$ cat src/rtl/arbiter_pkg.sv
// rtl/arbiter_pkg.sv - shared types, defaults and priority-encode helper for the serial bus arbiter
package arbiter_pkg;

  localparam int MAX_MASTERS             = 4;
  localparam int IDX_W                   = $clog2(MAX_MASTERS);
  localparam int DEF_NUM_MASTERS         = 2;
  localparam int DEF_MIN_HOLD            = 4;
  localparam int DEF_PREEMPT_TIMEOUT     = 8;
  localparam int DEF_TURNAROUND          = 1;

  typedef enum logic [1:0] {
    IDLE    = 2'd0,
    GRANT   = 2'd1,
    PREEMPT = 2'd2,
    TURN    = 2'd3
  } arb_state_t;

  typedef struct packed {
    logic             found;
    logic [IDX_W-1:0] idx;
  } prio_t;

  // Scan from the top down so the lowest set index is the one left standing.
  function automatic prio_t prio_encode(input logic [MAX_MASTERS-1:0] req);
    prio_t r;
    r = '0;
    for (int i = MAX_MASTERS - 1; i >= 0; i--) begin
      if (req[i]) begin
        r.found = 1'b1;
        r.idx   = IDX_W'(i);
      end
    end
    return r;
  endfunction

endpackage

$ cat src/rtl/arb_prio_encoder.sv
// rtl/arb_prio_encoder.sv - combinational lowest-index request select with found flag
module arb_prio_encoder
  import arbiter_pkg::*;
#(
  parameter int N       = DEF_NUM_MASTERS,
  parameter int OWNER_W = 1
) (
  input  logic [N-1:0]       req,
  output logic [OWNER_W-1:0] idx,
  output logic               found
);

  logic [MAX_MASTERS-1:0] req_pad;
  prio_t                  res;

  always_comb begin
    req_pad = '0;
    for (int i = 0; i < N; i++) begin
      req_pad[i] = req[i];
    end
    res   = prio_encode(req_pad);
    idx   = OWNER_W'(res.idx);
    found = res.found;
  end

endmodule

$ cat src/rtl/serial_bus_arbiter.sv
// rtl/serial_bus_arbiter.sv - fixed-priority serial bus arbiter with preemption and forced-revoke timeout
module serial_bus_arbiter
  import arbiter_pkg::*;
#(
  parameter int NUM_MASTERS     = DEF_NUM_MASTERS,
  parameter int MIN_HOLD        = DEF_MIN_HOLD,
  parameter int PREEMPT_TIMEOUT = DEF_PREEMPT_TIMEOUT,
  parameter int TURNAROUND      = DEF_TURNAROUND,
  localparam int OWNER_W        = (NUM_MASTERS > 1) ? $clog2(NUM_MASTERS) : 1
) (
  input  logic                   clk,
  input  logic                   rst,
  input  logic [NUM_MASTERS-1:0] arbSend,
  output logic [NUM_MASTERS-1:0] arbCont,
  output logic [OWNER_W-1:0]     busOwner,
  output logic                   busValid,
  output logic                   timeoutErr
);

  localparam int HOLD_W = $clog2(MIN_HOLD + 1);
  localparam int WAIT_W = (PREEMPT_TIMEOUT > 1) ? $clog2(PREEMPT_TIMEOUT) : 1;
  localparam int TURN_W = (TURNAROUND > 1) ? $clog2(TURNAROUND) : 1;

  localparam logic [HOLD_W-1:0] HOLD_MAX  = HOLD_W'(MIN_HOLD);
  localparam logic [WAIT_W-1:0] WAIT_LAST = WAIT_W'(PREEMPT_TIMEOUT - 1);
  localparam logic [TURN_W-1:0] TURN_LAST = TURN_W'(TURNAROUND - 1);

  arb_state_t             state_q, state_d;
  logic [NUM_MASTERS-1:0] cont_q, cont_d;
  logic [OWNER_W-1:0]     owner_q, owner_d;
  logic                   valid_q, valid_d;
  logic                   terr_q, terr_d;
  logic [HOLD_W-1:0]      hold_q, hold_d, hold_inc;
  logic [WAIT_W-1:0]      wait_q, wait_d, wait_inc;
  logic [TURN_W-1:0]      turn_q, turn_d;
  logic [NUM_MASTERS-1:0] blocked_q, blocked_d;

  logic [NUM_MASTERS-1:0] req;
  logic [OWNER_W-1:0]     enc_idx;
  logic                   enc_found;
  logic                   higher_req;

  assign req = arbSend & ~blocked_q;

  arb_prio_encoder #(
    .N       (NUM_MASTERS),
    .OWNER_W (OWNER_W)
  ) u_enc (
    .req   (req),
    .idx   (enc_idx),
    .found (enc_found)
  );

  always_ff @(posedge clk) begin
    if (rst) begin
      state_q   <= IDLE;
      cont_q    <= '0;
      owner_q   <= '0;
      valid_q   <= 1'b0;
      terr_q    <= 1'b0;
      hold_q    <= '0;
      wait_q    <= '0;
      turn_q    <= '0;
      blocked_q <= '0;
    end else begin
      state_q   <= state_d;
      cont_q    <= cont_d;
      owner_q   <= owner_d;
      valid_q   <= valid_d;
      terr_q    <= terr_d;
      hold_q    <= hold_d;
      wait_q    <= wait_d;
      turn_q    <= turn_d;
      blocked_q <= blocked_d;
    end
  end

  always_comb begin
    state_d    = state_q;
    cont_d     = cont_q;
    owner_d    = owner_q;
    valid_d    = valid_q;
    terr_d     = 1'b0;
    hold_d     = hold_q;
    wait_d     = wait_q;
    turn_d     = turn_q;
    // A block lifts as soon as the master is seen idle.
    blocked_d  = blocked_q & arbSend;
    hold_inc   = (hold_q == HOLD_MAX) ? hold_q : hold_q + 1'b1;
    wait_inc   = (wait_q == WAIT_LAST) ? wait_q : wait_q + 1'b1;
    higher_req = 1'b0;
    for (int j = 0; j < NUM_MASTERS; j++) begin
      if (req[j] && (j < int'(owner_q))) higher_req = 1'b1;
    end

    case (state_q)
      IDLE: begin
        if (enc_found) begin
          state_d          = GRANT;
          cont_d           = '0;
          cont_d[enc_idx]  = 1'b1;
          owner_d          = enc_idx;
          valid_d          = 1'b1;
          hold_d           = '0;
        end
      end
      GRANT: begin
        hold_d = hold_inc;
        // Release wins over a coincident higher-priority request.
        if (!arbSend[owner_q]) begin
          cont_d  = '0;
          valid_d = 1'b0;
          turn_d  = '0;
          state_d = TURN;
        end else if (higher_req && (hold_inc == HOLD_MAX)) begin
          cont_d  = '0;
          wait_d  = '0;
          state_d = PREEMPT;
        end
      end
      PREEMPT: begin
        if (!arbSend[owner_q]) begin
          valid_d = 1'b0;
          turn_d  = '0;
          state_d = TURN;
        end else begin
          wait_d = wait_inc;
          if (wait_inc == WAIT_LAST) begin
            terr_d             = 1'b1;
            blocked_d[owner_q] = 1'b1;
            valid_d            = 1'b0;
            turn_d             = '0;
            state_d            = TURN;
          end
        end
      end
      TURN: begin
        if (turn_q == TURN_LAST) state_d = IDLE;
        else                     turn_d  = turn_q + 1'b1;
      end
      default: state_d = IDLE;
    endcase
  end

  assign arbCont    = cont_q;
  assign busOwner   = owner_q;
  assign busValid   = valid_q;
  assign timeoutErr = terr_q;

endmodule

$ cat config.mk
export PLATFORM = sky130hd
export DESIGN_NAME = serial_bus_arbiter
export DESIGN_NICKNAME = d
export VERILOG_FILES = /design/src/rtl/arbiter_pkg.sv /design/src/rtl/arb_prio_encoder.sv /design/src/rtl/serial_bus_arbiter.sv
export SDC_FILE = /design/constraint.sdc
export NUM_CORES = 1
export LEC_CHECK = 0
export CAP_MARGIN = 20
export CORE_ASPECT_RATIO = 1.4
export CORE_MARGIN = 5
export CORE_UTILIZATION = 25
export DETAILED_ROUTE_END_ITERATION = 12
export HOLD_SLACK_MARGIN = 0.15
export PLACE_DENSITY_LB_ADDON = 0.3
export SLEW_MARGIN = 20
export SYNTH_ARGS = -nofsm -noshare
export SYNTH_HDL_FRONTEND = slang
export SYNTH_HIERARCHICAL = 1
export SYNTH_SLANG_ARGS = --single-unit
$ cat constraint.sdc
create_clock -name clk -period 2.93 [get_ports clk]
set_input_delay 0.586 -clock clk [delete_from_list [all_inputs] [get_ports clk]]
set_output_delay 0.586 -clock clk [all_outputs]
set_load 0.1 [all_outputs]
After elaboration in Yosys (flattened, before gate mapping)
Index checks and enable logic that the tools add are counted.
{ "word_totals": {"inputBits": 4, "regBits": 16, "output_inout_bits": 5} }
{ "classes": {"eq_ne": 15, "bitwise": 6, "reduce_logical": 17, "n_addsub": 3, "magnitude_cmp": 5, "muxes": 39} }
{ "ops": {"columns": ["cell", "n"], "rows": [
  ["$mux W2", 12],
  ["$mux W3", 8],
  ["$eq A3 B3 Y1 const B", 4],
  ["$pmux W3 S2", 2],
  ["$reduce_and A4 Y1", 3],
  ["$mux W1", 11],
  ["$ne A2 B2 Y1 const B", 5],
  ["$pmux W2 S4", 1],
  ["$add A3 B1 Y3 const B", 2],
  ["$ne A3 B3 Y1 const B", 2],
  ["$pmux W1 S3", 2],
  ["$reduce_and A3 Y1", 2],
  ["$reduce_bool A3 Y1", 2],
  ["$and A2 B2 Y2", 2],
  ["$eq A2 B2 Y1 const B", 2],
  ["$logic_and A1 B1 Y1", 4],
  ["$lt A1 B2 Y1 const B", 2],
  ["$pmux W2 S2", 1],
  ["$reduce_and A2 Y1", 2],
  ["$reduce_bool A2 Y1", 2],
  ["$reduce_or A3 Y1", 1],
  ["$demux W1 S1", 2],
  ["$eq A2 B1 Y1 const B", 1],
  ["$ge A1 B1 Y1 const B", 2],
  ["7 further kinds", 8]
]} }

Longest topological paths before layout
{ "depth": {"ltp_word": 10, "mapped_depth": 7, "mapped_depth_nobuf": 7} }

Cells and area by module
The synthesis kept the hierarchy.
{ "by_module_without_submodules": {"columns": ["mod", "cells_per_inst", "area_each_um2", "n_inst"], "rows": [
  ["serial_bus_arbiter", 103, 883.3, 1],
  ["arb_prio_encoder", 2, 12.5, 1]
]} }

Worst setup path before layout
Ideal clock, no wire load.
{ "synth_path": {"path_kind": "flip-flop to flip-flop", "from": "register owner_q, in the netlist busOwner", "to": "register state_q[0]", "path_stages_with_launch": 5, "path_buffers": 0, "arrival_ns": 2.135, "slack_ns": 0.709, "t_required_ns": 2.844, "synth_period_minus_slack_ns": 2.221, "path_cell_list": "dfxtp_1 -> mux2i_2 -> o21ai_1 -> or3_1 -> a221oi_2"} }
{ "synth_between": {"elab_chain_cells": 6, "elab_cells_between_ends": 12, "classes_between": "1 x order compare; 2 x eq/ne; 6 x mux; 3 x reduce/logical"} }
{ "synth_lines": {"columns": ["element", "line_no", "rtl"], "rows": [
  ["start: declaration", "serial_bus_arbiter.sv:30", "logic [OWNER_W-1:0] owner_q, owner_d;"],
  ["start signal: assignment", "serial_bus_arbiter.sv:68", "owner_q <= owner_d;"],
  ["$lt A1 B1 Y1", "serial_bus_arbiter.sv:93", "if (req[j] && (j < int'(owner_q))) higher_req = 1'b1;"],
  ["$logic_and A1 B1 Y1", "serial_bus_arbiter.sv:93", null],
  ["$mux W1", "serial_bus_arbiter.sv:93", null],
  ["$logic_and A1 B1 Y1", "serial_bus_arbiter.sv:115", "end else if (higher_req && (hold_inc == HOLD_MAX)) begin"],
  ["$ne A3 B3 Y1 (no line)", null, null],
  ["$reduce_and A4 Y1 (no line)", null, null],
  ["end signal: assignment", "serial_bus_arbiter.sv:66", "state_q <= state_d;"],
  ["end: declaration", "serial_bus_arbiter.sv:28", "arb_state_t state_q, state_d;"]
]} }
Parallel ways exist; a longest one is shown, timed or not. The select of a mux whose other input is x is not followed.
A chain may end at the register's enable or synchronous reset.

Final worst setup path
{ "layout_path": {"from": "input port arbSend[0]", "to": "register hold_q[1]"} }
{ "layout_between": {"elab_chain_cells": 4} }
{ "layout_lines": {"columns": ["element", "line_no", "rtl"], "rows": [
  ["start: declaration", "serial_bus_arbiter.sv:13", "input logic [NUM_MASTERS-1:0] arbSend,"],
  ["$and A2 B2 Y2", "serial_bus_arbiter.sv:43", "assign req = arbSend & ~blocked_q;"],
  ["named net req[0]", "serial_bus_arbiter.sv:38", "logic [NUM_MASTERS-1:0] req;"],
  ["$mux W3", "arbiter_pkg.sv:28", "if (req[i]) begin"],
  ["named net enc_found", "serial_bus_arbiter.sv:40", "logic enc_found;"],
  ["$ne A2 B1 Y1 (no line)", null, null],
  ["$reduce_and A2 Y1 (no line)", null, null],
  ["end signal: assignment", "serial_bus_arbiter.sv:71", "hold_q <= hold_d;"],
  ["end: declaration", "serial_bus_arbiter.sv:33", "logic [HOLD_W-1:0] hold_q, hold_d, hold_inc;"]
]} }
The timed path passes the listed nets, and every way through them passes these cells.

==> results.md <==
- Counting the buffers created by CTS gives 3.
- The number of global-route vias before repair is 767.
- The count of flip-flops with a built-in enable after synthesis is 0.
- The share of the synthesized area in compound gates (AO/OA/AOI/OAI) came to 0.249.
- In the finished design, the share of the clock period the worst path needs comes to 0.761.
- Setup violations remaining at the end of the flow were counted as 0.
- The synthesized instance count is ~110.
- Across the routed clock network, the largest skew measured is between 0.002 and 0.003 ns.
- After clock tree synthesis, the clock-pin slew on the worst setup and hold paths is ~0.060 ns.
- The critical register-to-register path startpoint is hold_q[0].
- The cell at the root of the clock tree is sky130_fd_sc_hd__clkbuf_8.
- The worst hold path terminates at arbCont[0].
- The estimated wirelength of the detail-placed design is 1480 um.
- Of the total synthesized cell area, the portion taken by AND, OR, NAND and NOR gates is 0.232.
- Summing all placed instances gives a cell area of 1010 sq um.
- Of the total synthesized cell area, the portion taken by full adders, half adders and majority gates is 0.0978.
- The maximum fanout along the worst path is 5.
- In this run the mean area of a mapped cell was approximately 8.5 sq um.
- The last weighted congestion value of the routability-driven placer is between 0.7 and 0.8.
- The final layout contains 127 nets.
- Summed over all instances, the cell type with the most area after synthesis is sky130_fd_sc_hd__dfxtp_1.
- The maximum clock frequency is between 400 and 500 MHz.
- The total overflow left after global routing is 0.
- Yosys printed 6 warnings.
- The die height is 80.8 um.
- The first-pass detailed-route iteration total is 3.
- The type of the setup path with the least slack is in2reg.
- The combined area of the multi-input logic cells is 562 sq um.
- For this run, asynchronously set or reset flops after synthesis account for 0.
- The longest clock path from root to sink contains 2 buffers.
- The DRC violation count after routing is 0.
- Pin placement for this block handled 9 I/O pins.
- The worst register-to-register path ends at wait_q[0].
- After layout, the minimum clock period comes to ~2.2 ns.
- The power density of the placed cells is between 900 and 1000 nW/um^2.
- The average via count per standard cell is 5.01.
- Counting distinct cell types in the post-synthesis netlist gives 37.
- The overall routed net length is 1910 um.
- STA classifies the critical path startpoint as an input pin.
- Ranked by total cell area, the synthesized netlist is headed by sky130_fd_sc_hd__dfxtp_1 (34%), sky130_fd_sc_hd__ha_1 (9.8%), sky130_fd_sc_hd__a21oi_1 (5.6%).
- The start point of the critical path is arbSend[0].
- The die outline width is just over 60 um.
- The number of rows in the core area is 25.
- Including well taps, the total number of placed cells is approximately 150.
- The run finished with clean final reports.
- The transition time at the pin with the least slew margin is approximately 0.63 ns.
- The number of post-CTS setup repair buffers is 0.
- The data arrival at the endpoint of the critical path is about 2.3 ns.
- The synthesized netlist occupies a cell area of between 800 and 900 sq um.
- Hold timing on the final database bottoms out at a slack of between 0.4 and 0.5 ns.
- The leakage dissipation is 0.392 nW.
- The cell depth of the worst min-delay path is 2.
- The number of nets with antenna violations after detailed routing is 0.
- The area of all placed cells without fillers is 1050 sq um.
- The clock tree from TritonCTS is yes.
- The worst hold path startpoint is arbCont[0].
- The area of the die is a little under 5000 sq um.
- The number of H-tree levels is 1.
- The first-pass GRT wire length is 3300 um.
- After routing, the total negative slack on setup checks comes to 0 ns.
- The dominant synthesized flop cell is sky130_fd_sc_hd__dfxtp_1.
- Counting every sink on the clock net gives 15.
- In the global route stage, overall resource usage came out at 0.0870.
- In the final routed layout, each cell accounts on average for between 10 and 15 um.
- Summing all flip-flop and latch instances after layout gives around 300 sq um.
- The combinational family with the most area after synthesis is compound AO/OA/AOI/OAI gates.
- For this block, the initial DRC count from the detailed router was 7.
- The maximum resistive drop on vdd is 0.548 mV.
- In this run the tool buffered the top-level ports with 8 buffer cells.
- The synthesized net count is ~120.
- Of the total synthesized cell area, the portion taken by XOR and XNOR cells is 0.
- The endpoint type of the worst setup path is a flip-flop.
- The area share of the largest cell type after synthesis is 0.335.
- The post-cts sizing count is 0.
- The path class of the tightest hold or removal check is reg2reg.
- The relative slew slack is 0.579.
- The number of antenna violations at the first check in global routing is 0.
- The data required time at the worst endpoint is 3.03 ns.
- The share of cells above drive strength 1 is 0.157.
- The number of hold violations in the final report is 0.
- The repair_antennas step left the layout with diodes totalling 0.
- Compared with the post-synthesis result, the final layout area differs by 17.3%.
- Synthesis inferred 15 register bits.
- The portion of synthesized area spent on multiplexers is 0.0489.
- Entering global routing, the biggest net connects 17 pins.
- The overall via count from detail_route is around 780.
- The number of max-cap violations is 0.
- In this run the register-to-register setup slack is 1.04 ns.
- The insertion delay to the later sink of the worst-skew pair is between 0.2 and 0.3 ns.
- The filler cells instantiated in the layout total roughly 360.
- The number of hold buffers added after CTS was 0.
- The non-filler instance count after layout is 155.
- The total count of max-transition violations in the final report is 0.
- The register area share after synthesis is 0.335.
- For this configuration, the core starts out at a cell density of 0.263.
- The placeable core area is roughly 3400 sq um.
- Setup repair after global routing left no endpoint under its margin.
- The worst-case reg-to-reg path depth is 7.
==> final cells by class <==
class | count | share of cell area
sequential | 15 | 0.286
multi-input combinational | 81 | 0.535
clock buffer | 4 | 0.0429
inverter | 7 | 0.0250
timing repair buffer | 8 | 0.0643
tap | 40 | 0.0476
==> cell families after synthesis <==
| logic type | Yosys count |
|---|---|
| compound gates | 32 |
| flops | 15 |
| buf+inv | 9 |
| mux | 3 |
| simple gates | 39 |
| fa+ha+maj | 7 |
==> synthesized netlist by cell type (2+ instances only) <==
cell type and count:
sky130_fd_sc_hd__mux2_4 2, sky130_fd_sc_hd__a311oi_1 2, sky130_fd_sc_hd__clkbuf_1 2, sky130_fd_sc_hd__nor2_1 7, sky130_fd_sc_hd__nor3_1 2, sky130_fd_sc_hd__and2_1 2
sky130_fd_sc_hd__ha_1 7, sky130_fd_sc_hd__dfxtp_1 15, sky130_fd_sc_hd__nand2_1 7, sky130_fd_sc_hd__nor2b_1 3, sky130_fd_sc_hd__nor3b_1 3, sky130_fd_sc_hd__nand3_1 6
sky130_fd_sc_hd__a31o_2 2, sky130_fd_sc_hd__o21ai_0 5, sky130_fd_sc_hd__a21oi_1 10, sky130_fd_sc_hd__inv_1 7, sky130_fd_sc_hd__o21a_1 2, sky130_fd_sc_hd__or3_1 2
==> flip-flops by register name (all words and copies together) (netlist names) <==
name,count
arbCont,2
blocked_q,2
busOwner,1
busValid,1
hold_q,3
state_q,2
timeoutErr,1
wait_q,3
==> metal layers <==
metal / GRT usage / share of wire / vias to the layer above
met5: 0 / 0 / -
met4: 0.0325 / 0.011 / 0
met3: 0.0143 / 0.016 / 2
met2: 0.160 / 0.54 / 5
met1: 0.0968 / 0.43 / 369
li1: - / - / 400
==> power breakdown <==
part	internal (mW)	switching, mW
Sequential	0.243	0.0360
Clock	0.0963	0.0722
Combinational	0.176	0.342
Total	0.515	0.450
==> cells in the final DEF (no fill, tap or decap) <==
cell,instances
sky130_fd_sc_hd__clkbuf_1,1
sky130_fd_sc_hd__a31o_2,2
sky130_fd_sc_hd__and2b_2,1
sky130_fd_sc_hd__o21a_1,2
sky130_fd_sc_hd__o21ai_0,5
sky130_fd_sc_hd__a221oi_2,1
sky130_fd_sc_hd__nand2_1,7
sky130_fd_sc_hd__buf_4,5
sky130_fd_sc_hd__a21oi_1,10
sky130_fd_sc_hd__a21oi_2,1
sky130_fd_sc_hd__a31oi_1,1
sky130_fd_sc_hd__dfxtp_1,15
sky130_fd_sc_hd__and2_1,2
sky130_fd_sc_hd__nand3_1,6
sky130_fd_sc_hd__a41oi_1,1
sky130_fd_sc_hd__a211oi_1,1
sky130_fd_sc_hd__a311o_1,1
sky130_fd_sc_hd__nand2b_1,1
sky130_fd_sc_hd__nand2_2,1
sky130_fd_sc_hd__clkbuf_8,3
sky130_fd_sc_hd__or3_1,2
sky130_fd_sc_hd__ha_1,7
sky130_fd_sc_hd__clkdlybuf4s50_1,3
sky130_fd_sc_hd__o2111a_1,1
sky130_fd_sc_hd__nor2b_1,3
sky130_fd_sc_hd__mux2_4,2
sky130_fd_sc_hd__and2b_1,1
sky130_fd_sc_hd__o21ai_1,1
sky130_fd_sc_hd__nand3b_1,1
sky130_fd_sc_hd__nor3b_1,3
sky130_fd_sc_hd__o21ba_2,1
sky130_fd_sc_hd__nor3_1,2
sky130_fd_sc_hd__mux2i_2,1
sky130_fd_sc_hd__or2_1,1
sky130_fd_sc_hd__nand4_1,1
sky130_fd_sc_hd__nor2_1,7
sky130_fd_sc_hd__a22oi_1,1
sky130_fd_sc_hd__o31ai_1,1
sky130_fd_sc_hd__inv_1,7
sky130_fd_sc_hd__a311oi_1,2
==> critical path: stages <==
cell,delay (ns)
sky130_fd_sc_hd__clkdlybuf4s50_1,0.47
sky130_fd_sc_hd__and2b_2,0.25
sky130_fd_sc_hd__or2_1,0.23
sky130_fd_sc_hd__nand2b_1,0.20
sky130_fd_sc_hd__and2_1,0.22
sky130_fd_sc_hd__and2b_1,0.16
sky130_fd_sc_hd__o21ai_0,0.13
sky130_fd_sc_hd__a21oi_1,0.08
==> per-stage QoR <==
step / power (mW) / setup slack [ns] / util
floorplan: 0.695 / 0.709 / -
global placement: 0.799 / 0.464 / 0.295
detailed placement: 0.807 / 0.435 / 0.295
CTS: 0.981 / 0.694 / 0.308
global route: 1.05 / 0.536 / 0.308
finish: 0.965 / 0.701 / 0.308
==> worst max path at each step <==
stage | to | slack (ns) | cells past startpoint
after floorplan | state_q[0] | 0.71 | 4
final | hold_q[1] | 0.70 | 8
after global placement | hold_q[1] | 0.46 | 8
after global routing | state_q[0] | 0.54 | 7
after CTS | hold_q[1] | 0.69 | 8
after detailed placement | hold_q[1] | 0.43 | 8
Power figures use the tool's default switching activity.
